[src/rtl/block_operand_sequencer.sv]
// -----------------------------------------------------------------------------
// block_operand_sequencer
//
// Purpose:
//   Sequencer for the 4-operand async compute block. A handshaked nibble
//   stream is loaded into the operand slots in order (bk_in1..bk_in4). The
//   sequencer then waits a fixed settle time for the block output to become
//   valid, captures it, and offers it on a handshaked result port. Only one
//   run is in flight at a time.
//
// Configuration macro:
//   BLKSEQ_CHAIN_EN - when defined, each run after a completed result
//   handshake reuses the previous result as operand 1. Only three operands
//   (bk_in2..bk_in4) are then loaded. Reset or abort clears the chain, so the
//   next run loads all four operands again.
//
// Ports:
//   clk_i        rising-edge clock
//   rst_ni       asynchronous active-low reset
//   ena_i        design enable; low freezes all state
//   abort_i      synchronous abort of the current run (highest priority)
//   in_data_i    operand nibble
//   in_valid_i   operand valid
//   in_ready_o   sequencer can accept an operand (combinational)
//   bk_in1_o..4  operand registers driving the block inputs
//   bk_out_i     block result (async; sampled only at capture)
//   res_data_o   captured result
//   res_valid_o  result valid
//   res_ready_i  consumer accepts the result
//   busy_o       high whenever the sequencer is not idle
// -----------------------------------------------------------------------------
module block_operand_sequencer #(
    parameter int DATA_W        = 4,
    parameter int SETTLE_CYCLES = 4
) (
    input  logic              clk_i,
    input  logic              rst_ni,
    input  logic              ena_i,
    input  logic              abort_i,
    input  logic [DATA_W-1:0] in_data_i,
    input  logic              in_valid_i,
    output logic              in_ready_o,
    output logic [DATA_W-1:0] bk_in1_o,
    output logic [DATA_W-1:0] bk_in2_o,
    output logic [DATA_W-1:0] bk_in3_o,
    output logic [DATA_W-1:0] bk_in4_o,
    input  logic [DATA_W-1:0] bk_out_i,
    output logic [DATA_W-1:0] res_data_o,
    output logic              res_valid_o,
    input  logic              res_ready_i,
    output logic              busy_o
);

    typedef enum logic [1:0] {
        IDLE   = 2'd0,
        LOAD   = 2'd1,
        SETTLE = 2'd2,
        RESULT = 2'd3
    } state_e;

    // The settle counter is loaded with SETTLE_CYCLES-1 so that capture
    // happens exactly SETTLE_CYCLES edges after the edge that loads operand 4.
    localparam logic [3:0] SETTLE_LOAD = 4'(SETTLE_CYCLES - 1);

    state_e            state_q, state_d;
    logic [1:0]        slotIdx_q, slotIdx_d;
    logic [3:0]        settleCnt_q, settleCnt_d;
    logic [DATA_W-1:0] operand_q [4];
    logic [DATA_W-1:0] operand_d [4];
    logic [DATA_W-1:0] resData_q, resData_d;
    logic              resValid_q, resValid_d;
    logic              xfer;

`ifdef BLKSEQ_CHAIN_EN
    logic              chain_q, chain_d;
`endif

    // Operands are only accepted while idle or loading, and never while the
    // design is held in reset or disabled.
    assign in_ready_o = rst_ni & ena_i & ((state_q == IDLE) | (state_q == LOAD));
    assign xfer       = in_valid_i & in_ready_o;

    assign bk_in1_o    = operand_q[0];
    assign bk_in2_o    = operand_q[1];
    assign bk_in3_o    = operand_q[2];
    assign bk_in4_o    = operand_q[3];
    assign res_data_o  = resData_q;
    assign res_valid_o = resValid_q;
    assign busy_o      = (state_q != IDLE);

    // State register: everything clears on the asynchronous reset; otherwise
    // the next-state logic decides (it already holds values when ena_i is low).
    always_ff @(posedge clk_i or negedge rst_ni) begin
        if (!rst_ni) begin
            state_q     <= IDLE;
            slotIdx_q   <= 2'd0;
            settleCnt_q <= 4'd0;
            for (int i = 0; i < 4; i++) begin
                operand_q[i] <= '0;
            end
            resData_q   <= '0;
            resValid_q  <= 1'b0;
`ifdef BLKSEQ_CHAIN_EN
            chain_q     <= 1'b0;
`endif
        end else begin
            state_q     <= state_d;
            slotIdx_q   <= slotIdx_d;
            settleCnt_q <= settleCnt_d;
            for (int i = 0; i < 4; i++) begin
                operand_q[i] <= operand_d[i];
            end
            resData_q   <= resData_d;
            resValid_q  <= resValid_d;
`ifdef BLKSEQ_CHAIN_EN
            chain_q     <= chain_d;
`endif
        end
    end

    // Next-state logic. Abort wins over everything and drops any beat
    // presented in the same cycle. Operand registers are left untouched by
    // abort, so the block inputs stay stable.
    always_comb begin
        state_d     = state_q;
        slotIdx_d   = slotIdx_q;
        settleCnt_d = settleCnt_q;
        for (int i = 0; i < 4; i++) begin
            operand_d[i] = operand_q[i];
        end
        resData_d   = resData_q;
        resValid_d  = resValid_q;
`ifdef BLKSEQ_CHAIN_EN
        chain_d     = chain_q;
`endif

        if (ena_i) begin
            if (abort_i) begin
                state_d     = IDLE;
                slotIdx_d   = 2'd0;
                settleCnt_d = 4'd0;
                resValid_d  = 1'b0;
`ifdef BLKSEQ_CHAIN_EN
                chain_d     = 1'b0;
`endif
            end else begin
                case (state_q)
                    IDLE: begin
                        if (xfer) begin
                            operand_d[slotIdx_q] = in_data_i;
                            slotIdx_d            = slotIdx_q + 2'd1;
                            state_d              = LOAD;
                        end
                    end
                    LOAD: begin
                        if (xfer) begin
                            operand_d[slotIdx_q] = in_data_i;
                            if (slotIdx_q == 2'd3) begin
                                slotIdx_d   = 2'd0;
                                settleCnt_d = SETTLE_LOAD;
                                state_d     = SETTLE;
                            end else begin
                                slotIdx_d   = slotIdx_q + 2'd1;
                            end
                        end
                    end
                    SETTLE: begin
                        if (settleCnt_q == 4'd0) begin
                            resData_d  = bk_out_i;
                            resValid_d = 1'b1;
                            state_d    = RESULT;
`ifdef BLKSEQ_CHAIN_EN
                            if (chain_q) begin
                                operand_d[0] = bk_out_i;
                            end
`endif
                        end else begin
                            settleCnt_d = settleCnt_q - 4'd1;
                        end
                    end
                    RESULT: begin
                        if (res_ready_i) begin
                            resValid_d = 1'b0;
                            state_d    = IDLE;
`ifdef BLKSEQ_CHAIN_EN
                            // The handshake that starts a chain seeds operand 1
                            // with the result just delivered; later captures
                            // keep it updated directly from the block output.
                            if (!chain_q) begin
                                operand_d[0] = resData_q;
                            end
                            chain_d   = 1'b1;
                            slotIdx_d = 2'd1;
`endif
                        end
                    end
                    default: begin
                        state_d = IDLE;
                    end
                endcase
            end
        end
    end

endmodule

[config.mk]
export PLATFORM = sky130hd
export DESIGN_NAME = block_operand_sequencer
export DESIGN_NICKNAME = d
export VERILOG_FILES = /design/src/rtl/block_operand_sequencer.sv
export SDC_FILE = /design/constraint.sdc
export NUM_CORES = 1
export LEC_CHECK = 0
export ABC_AREA = 1
export BUFFER_PORTS_ARGS = -buffer_cell sky130_fd_sc_hd__buf_2
export CORE_UTILIZATION = 40
export DETAILED_ROUTE_END_ITERATION = 10
export PLACE_DENSITY = 0.59
export REMOVE_ABC_BUFFERS = 1
export SLEW_MARGIN = 10
export SYNTH_ARGS = -nofsm -noshare
export SYNTH_HDL_FRONTEND = slang
export SYNTH_SLANG_ARGS = --single-unit
[constraint.sdc]
create_clock -name clk_i -period 2.8 [get_ports clk_i]
set_input_delay 0.14 -clock clk_i [delete_from_list [all_inputs] [get_ports clk_i]]
set_output_delay 0.14 -clock clk_i [all_outputs]
set_load 0.02 [all_outputs]
# Yosys cells after proc, flatten, opt, wreduce, memory -nomap -nowiden
# Index checks and enable logic that the tools add are counted.
[op_classes]
n_addsub = 2
order_cmp = 2
eq_ne = 10
mux = 24
bitwise_logic = 6
reduce_logical = 14
[ops]
columns = ["operator", "count"]
rows = [
  ["2-bit two-way mux", 10],
  ["4-bit two-way mux", 5],
  ["16-bit bitwise mux", 1],
  ["4-bit AND reduction", 4],
  ["3-bit inequality test (second input constant)", 5],
  ["3-bit nonzero test", 3],
  ["4-bit demux with 2-bit select", 1],
  ["2-bit case mux with 4 select lines", 1],
  ["4-bit case mux with 2 select lines", 1],
  ["2-bit equality test (second input constant)", 3],
  ["6-bit AND reduction", 1],
  ["5-bit AND reduction", 1],
  ["4-bit logical NOT", 1],
  ["2-bit case mux with 2 select lines", 1],
  ["4-bit by 1-bit subtractor with 4-bit output (second input constant)", 1],
  ["1-bit bitwise AND", 3],
  ["3-bit greater-or-equal comparator (second input constant)", 1],
  ["3-bit by 1-bit less-than comparator with 1-bit output (second input constant)", 1],
  ["1-bit two-way mux", 3],
  ["3-bit by 2-bit inequality test with 1-bit output (second input constant)", 1],
  ["2-bit inverter with 3-bit output", 1],
  ["2-bit by 1-bit adder with 2-bit output (second input constant)", 1],
  ["2-bit by 1-bit equality test with 1-bit output (second input constant)", 1],
  ["2-bit logical NOT", 1],
  ["other kinds (6)", 6],
]
[totals]
regBits = 29
inputBits = 14
output_inout_bits = 23
word_cells = 67

# Depth between registers and ports, before layout
# Gate-level depths: netlist of the first run.
[logic_depth]
depth_word = 7
ltp_mapped = 10
depth_no_buf = 10

# Least setup slack after synthesis of the first run
# No wires, ideal clock.
[synth_path]
kind = "reg2reg"
start = "reg state_q[1]"
end = "reg settleCnt_q[3]"
setup_time_ns = 0.116
arrival_time_ns = 1.508
required_time_ns = 2.684
path_slack_ns = 1.175
path_stages_with_launch = 10
n_path_buf = 0
period_less_slack_ns = 1.625
cell_sequence = "dfrtp_1 > inv_1 > ha_1 > nor2_1 > nor2_1 > nand3_1 > nand2_1 > nand2_1 > nand2_1 > nand2_1"
[synth_via]
elab_chain_len = 6
elab_cells_between_ends = 13
cone_classes = "5 x eq/ne; 2 x mux; 3 x bitwise; 3 x reduce/logical"
[synth_lines]
columns = ["item", "line_no", "text"]
rows = [
  ["start, declared", "65", "state_e state_q, state_d;"],
  ["start signal, assigned", "107", "state_q <= state_d;"],
  ["2-bit by 1-bit equality test with 1-bit output or 2-bit logical NOT (tied branches)", "80", "assign in_ready_o = rst_ni & ena_i & ((state_q == IDLE) | (state_q == LOAD));"],
  ["1-bit bitwise OR (*)", "80", ""],
  ["1-bit bitwise AND (*)", "80", ""],
  ["named net in_ready_o", "42", "output logic in_ready_o,"],
  ["1-bit bitwise AND (*)", "81", "assign xfer = in_valid_i & in_ready_o;"],
  ["3-bit inequality test (no source line) (*)", "n/a", ""],
  ["5-bit AND reduction (no source line) (*)", "n/a", ""],
  ["end signal, assigned", "109", "settleCnt_q <= settleCnt_d;"],
  ["end, declared", "67", "logic [3:0] settleCnt_q, settleCnt_d;"],
]
# Mark *: on every way through the listed nets, which the timed path passes. The rest lies on a longest branch.
# A chain may end at the register's enable or synchronous reset.

# Worst setup path in the final report of the first run
[layout_path]
start = "reg state_q[0]"
end = "reg resData_q[3], in the netlist res_data_o[3]"
[layout_via]
elab_chain_len = 2
[layout_lines]
columns = ["item", "line_no", "text"]
rows = [
  ["2-bit equality test", "147", "case (state_q)"],
  ["4-bit AND reduction (no source line)", "n/a", ""],
  ["end signal, assigned", "113", "resData_q <= resData_d;"],
  ["end, declared", "70", "logic [DATA_W-1:0] resData_q, resData_d;"],
]
# Every way passes these cells.

==> flow_summary.yaml, run 1 <==
placement:
  place_area_um2: 1864
  gp_congestion: 0.7657
  hpwl_mm: 2.446
  portBuffers: 36
drt:
  drt_iter0_markers: 109
  drc_errors: 0
  vias_per_cell: 4.618
  wl_per_cell_um: 11.24
  antenna_left: 0
  dr.pass1.iters: 4
  routed_wl_mm: 3.202
  via_count: 1316
setup_path:
  slowest_delay_ns: 0.41
  crit_arrival_ns: 1.85
  cp_slowest_cell: "dfrtp_1"
  cp_cell_sequence: "inv_1 > ha_1 > inv_2 > nor2_4 > nand4_1 > nand2_1 > o21ai_0"
  worstPathRequired_ns: 2.95
  cp-end-kind: "flip-flop"
  critPathMaxFanout: 8
  cp_top_family: "simple AND/OR/NAND/NOR gates"
  worst-path-buf-inv: 2
  crit_type: "flip-flop to flip-flop"
  start_kind: "flip-flop"
finish:
  final_common_cell: "nand2_1"
  area_growth_syn_to_layout_pct: 21.73
  nFillCells: 356
  drive_gt1_share_pct: 27.43
  final_util_pct: 52.40
  layout.nets: 261
  final_area_um2: 1991
  antenna_cells: 0
  mostFrequentLayoutCells: "nand2_1, buf_2, dfrtp_1"
global_route:
  grt_max_degree: 30
  antenna_found_initial: 0
  grtUsageTotal_pct: 17.15
  overflow: 0
  grt_pass1_vias: 1175
  grt_pass1_wl_mm: 5.492
flow_run:
  drv_cap: 0
cts:
  clk_latency_ns: 0.28
  max-clock-path-buffers: 2
  clk_pin_slew_ns: 0.06
  ctsResizeCount: 0
  hold_buffers: 1
  cts_root_buf: "clkbuf_8"
  postCtsSetupRepairBufs: 0
  cts.sinks: 29
  cts_tree: "yes"
  htree_levels: 2
  cts-buffers-inserted: 5
pwr:
  powerDensity_nw_per_um2: 1027
  ir_drop_mv: 0.4760
  p_leak_nw: 1.120
synthesis:
  synth_area_leaders: "dfrtp_1, nand2_1, ha_1, inv_1, o21ai_1"
  yosysTopAreaCellShare_pct: 44.38
  synth_top_area_cell: "dfrtp_1"
  synth_area_um2: 1635
  avgSynthCellArea_um2: 8.473
  yosysWarnings: 0
  ys_types: 25
  yosysSeqAreaShare_pct: 44.38
  ys_seq_elements: 29
  synth_cells: 193
sta:
  fin_crit_sh_pct: 60.66
  final_max_slew_viol_count: 0
  slew_headroom_pct: 73.21
  hold_violations: 0
  fmax_mhz: 588.8
  finalClockSkew_ns: 0.005814
  tightest_slew_ns: 0.4018
  finalSetupViolCount: 0
  rsz0062_at_grt: "false"
  tns_ns: 0
  period_needed_ns: 1.698
floorplanning:
  die_height_um: 65.94
  core_region_area_um2: 3799
  rows: 22
  ios: 37
  die_area_um2: 4348
  die_w_um: 65.94
  initial_core_util_pct: 43.05
min_path:
  worstHoldPathType: "input pin to flip-flop"
run_status:
  outcome: "finished clean"
[path summary, 6_finish.rpt]
kind,start,end,slack (ns),cells after the start
setup / recovery,state_q[0],res_data_o[3],1.10,7
hold / removal,bk_out_i[2],res_data_o[2],0.10,3
setup reg to reg,state_q[0],res_data_o[3],1.10,7
hold reg to reg,res_data_o[1],res_data_o[1],0.48,2
max in group asynchronous,rst_ni,bk_in4_o[3],2.09,3
min in group asynchronous,rst_ni,slotIdx_q[1],0.43,3
[cells by family (layout without fill, tap and decap cells)]
group                    after synthesis  in the layout  synth area share [%]
flip-flops                            29             29                 44.38
AND/OR/NAND/NOR                       95             95                 28.92
adder cells (fa/ha/maj)               11             11                 8.416
buffers and inverters                 29             73                 7.345
AO/OA/AOI/OAI                         29             29                 10.94
[through the flow]
stage / std cells / hold WS (ns) / worst slack, ns / power (mW)
floorplan: 191 / -0.1556 / 1.175 / 1.350
global placement: 276 / 0.2111 / 1.093 / 1.606
detailed placement: 276 / 0.2062 / 1.077 / 1.614
CTS: 285 / 0.1008 / 1.066 / 2.063
global route: 285 / 0.09585 / 0.9029 / 2.227
finish: 285 / 0.1026 / 1.102 / 2.044
[final cells by class]
class | instances | area, um^2 | area share (%)
multi-input combinational | 135 | 789.5 | 39.66
timing repair buffer | 38 | 197.7 | 9.931
inverter | 27 | 101.3 | 5.091
tap | 48 | 60.06 | 3.017
sequential | 29 | 725.7 | 36.46
clock inverter | 1 | 30.03 | 1.508
clock buffer | 7 | 86.33 | 4.337
[power by group]
group	internal (mW)	switching, mW
clock	0.290	0.156
sequential	0.581	0.105
combinational	0.323	0.589
[sequential cells by signal, indices dropped and copies added (netlist names), 2 cells and up]
register,count
bk_in3_o,4
state_q,2
bk_in4_o,4
bk_in2_o,4
settleCnt_q,4
slotIdx_q,2
bk_in1_o,4
res_data_o,4
[routing by layer]
metal / up-vias / GRT usage, % / wire length [um]
li1: 697 / - / -
met1: 581 / 24.05 / 1599
met2: 34 / 25.00 / 1398
met3: 4 / 6.207 / 171
met4: 0 / 3.989 / 31
met5: - / 0 / 0
[Yosys cell counts (all sizes together)]
cell,n
ha,11
inv,26
nand4,5
nand3,12
nor2,18
dfrtp,29
or2,1
a21oi,8
nand2,59
clkinv,1
o21ai,21
buf,2
[worst min-delay path: cells and delay by family]
| family | cells | cell delay [ns] |
|---|---|---|
| compound gates | 1 | 0.06 |
| buf+inv | 2 | 0.13 |
Note: power is estimated with default switching activity, not from simulation.
==> run 2: changes to the inputs <==
Settings changed: PLACE_DENSITY 0.59 to 0.61.
Clock period 2.8 ns to 1.46 ns, I/O delays scaled along.
==> run 2 against run 1 <==
The flow now finishes with violations (negative setup slack). First-iteration DRC count shrank 25%. Core utilization grew 6.0 points. Via count is 8.6% higher. Critical path type unchanged.
==> flow_summary.yaml, run 2 (synthesized netlist as in run 1, its figures left out) <==
finish:
  layout.nets: 279
  area_growth_syn_to_layout_pct: 35.73
  layout.cells.non_filler: 303
  final_common_cell: "nand2_1"
  drive_gt1_share_pct: 43.53
  mostFrequentLayoutCells: "nand2_1, buf_2, dfrtp_1"
  antenna_cells: 0
global_route:
  grtUsageTotal_pct: 19.46
  overflow: 0
  grt_pass1_wl_mm: 6.113
  grt_pass1_vias: 1307
  grt_max_degree: 30
  antenna_found_initial: 0
setup_path:
  cp-end-kind: "flip-flop"
  critPathMaxFanout: 4
  start_kind: "flip-flop"
  crit_arrival_ns: 1.65
  r2r_cells: 8
  rr_startpoint: "state_q[0]"
  startpoint: "state_q[0]"
  r2r_end: "settleCnt_q[0]"
  reg2reg_slack_ns: -0.01
  crit_type: "flip-flop to flip-flop"
  worstPathRequired_ns: 1.64
  crit_path_end: "settleCnt_q[0]"
pwr:
  ir_drop_mv: 0.7447
  powerDensity_nw_per_um2: 1925
  p_total_mw: 4.272
  p_leak_nw: 1.198
run_status:
  violations: "negative setup slack"
  outcome: "complete, but fails checks"
sta:
  finalClockSkew_ns: 0.006797
  slew_headroom_pct: 74.64
  rsz0062_at_grt: "true"
  final_max_slew_viol_count: 0
  worst_slack_ns: -0.01425
  finalSetupViolCount: 12
  tightest_slew_ns: 0.3805
  period_needed_ns: 1.474
  hold_violations: 0
  fmax_mhz: 678.3
  fin_crit_sh_pct: 101.0
  tns_ns: -0.08419
placement:
  hpwl_mm: 2.592
  dp.cells: 288
  gp_congestion: 0.8001
  portBuffers: 36
min_path:
  worstHoldPathType: "input pin to flip-flop"
drt:
  drc_errors: 0
  wl_per_cell_um: 12.28
  antenna_left: 0
  dr.pass1.iters: 4
  routed_wl_mm: 3.721
  drt_iter0_markers: 82
  vias_per_cell: 4.716
  via_count: 1429
cts:
  cts.sinks: 29
  clk_latency_ns: 0.28
  clk_pin_slew_ns: 0.06
  cts-buffers-inserted: 5
  max-clock-path-buffers: 2
  cts_tree: "yes"
  cts_root_buf: "clkbuf_8"
  htree_levels: 2
floorplanning:
  ios: 37
  rows: 22
  core_region_area_um2: 3799
  die_height_um: 65.94
  initial_core_util_pct: 43.05
  die_w_um: 65.94
  die_area_um2: 4348
flow_run:
  drv_cap: 0
## run 2: cell count changes in the layout (fill, tap and decap cells not counted), moves of 4 or more
cell / before / now
ha_1: 11 / 6
buf_4: 1 / 16
nand2_1: 52 / 41
inv_1: 23 / 19
nand2_2: 3 / 11
## run 2: stage by stage
step                instance area (um^2)  setup WS, ns  hold slack (ns)  util [%]
floorplan                           1617       -0.1646          -0.2226         -
global placement                    1954      -0.05574           0.1310     51.45
detailed placement                  1954      -0.04246           0.1256     51.45
CTS                                 2112     -0.007292         0.005574     55.60
global route                        2220       -0.1045         0.008282     58.43
finish                              2220      -0.01425          0.02013     58.43
## run 2: per-layer routing
| metal | part of all wire, % | routed length (um) | global-route usage (%) |
|---|---|---|---|
| met1 | 48 | 1802 | 25.13 |
| met2 | 47 | 1743 | 29.34 |
| met3 | 3.6 | 134 | 7.414 |
| met4 | 1.1 | 41 | 7.181 |
| met5 | 0 | 0 | 0 |
## run 2: power by group
| part | total [mW] | switching (mW) | leakage (nW) | internal [mW] |
|---|---|---|---|---|
| registers | 1.34 | 0.224 | 0.384 | 1.11 |
| clock network | 0.632 | 0.303 | 0.0450 | 0.329 |
| logic | 2.30 | 1.34 | 0.769 | 0.962 |
## run 2: final cells by class
type | count | area (um^2)
fill | 352 | 1579
multi-input combinational | 135 | 900.9
sequential | 29 | 725.7
timing repair buffer | 56 | 344.1
inverter | 27 | 106.4
clock buffer | 6 | 72.57
tap | 48 | 60.06
clock inverter | 2 | 10.01
## run 2: worst min path at each step
stage | start | to | slack, ns | cells after the start
global route | bk_out_i[2] | res_data_o[2] | 0.008 | 3
finish | bk_out_i[2] | res_data_o[2] | 0.02 | 3
global placement | rst_ni | state_q[1] | 0.13 | 2
CTS | bk_out_i[2] | res_data_o[2] | 0.006 | 3
floorplan | rst_ni | bk_in1_o[0] | -0.22 | 0
detailed placement | rst_ni | state_q[1] | 0.13 | 2
## run 2: what timing repair did
action | CTS | global route
gates cloned | 0 | 0
hold buffers | 1 | 0
endpoints found under the setup margin | 26 | 30
setup buffers | 3 | 3
pin swaps | 10 | 18
resized for setup | 14 | 25
hold endpoints to repair | 29 | 0
## run 2: critical path, stage by stage (launching register included)
cell and delay (ns):
dfrtp_1 0.42, buf_6 0.14, ha_4 0.16, buf_4 0.13, a21oi_2 0.16, a21oi_2 0.09, buf_4 0.15, nand3_1 0.06
nand2_1 0.06
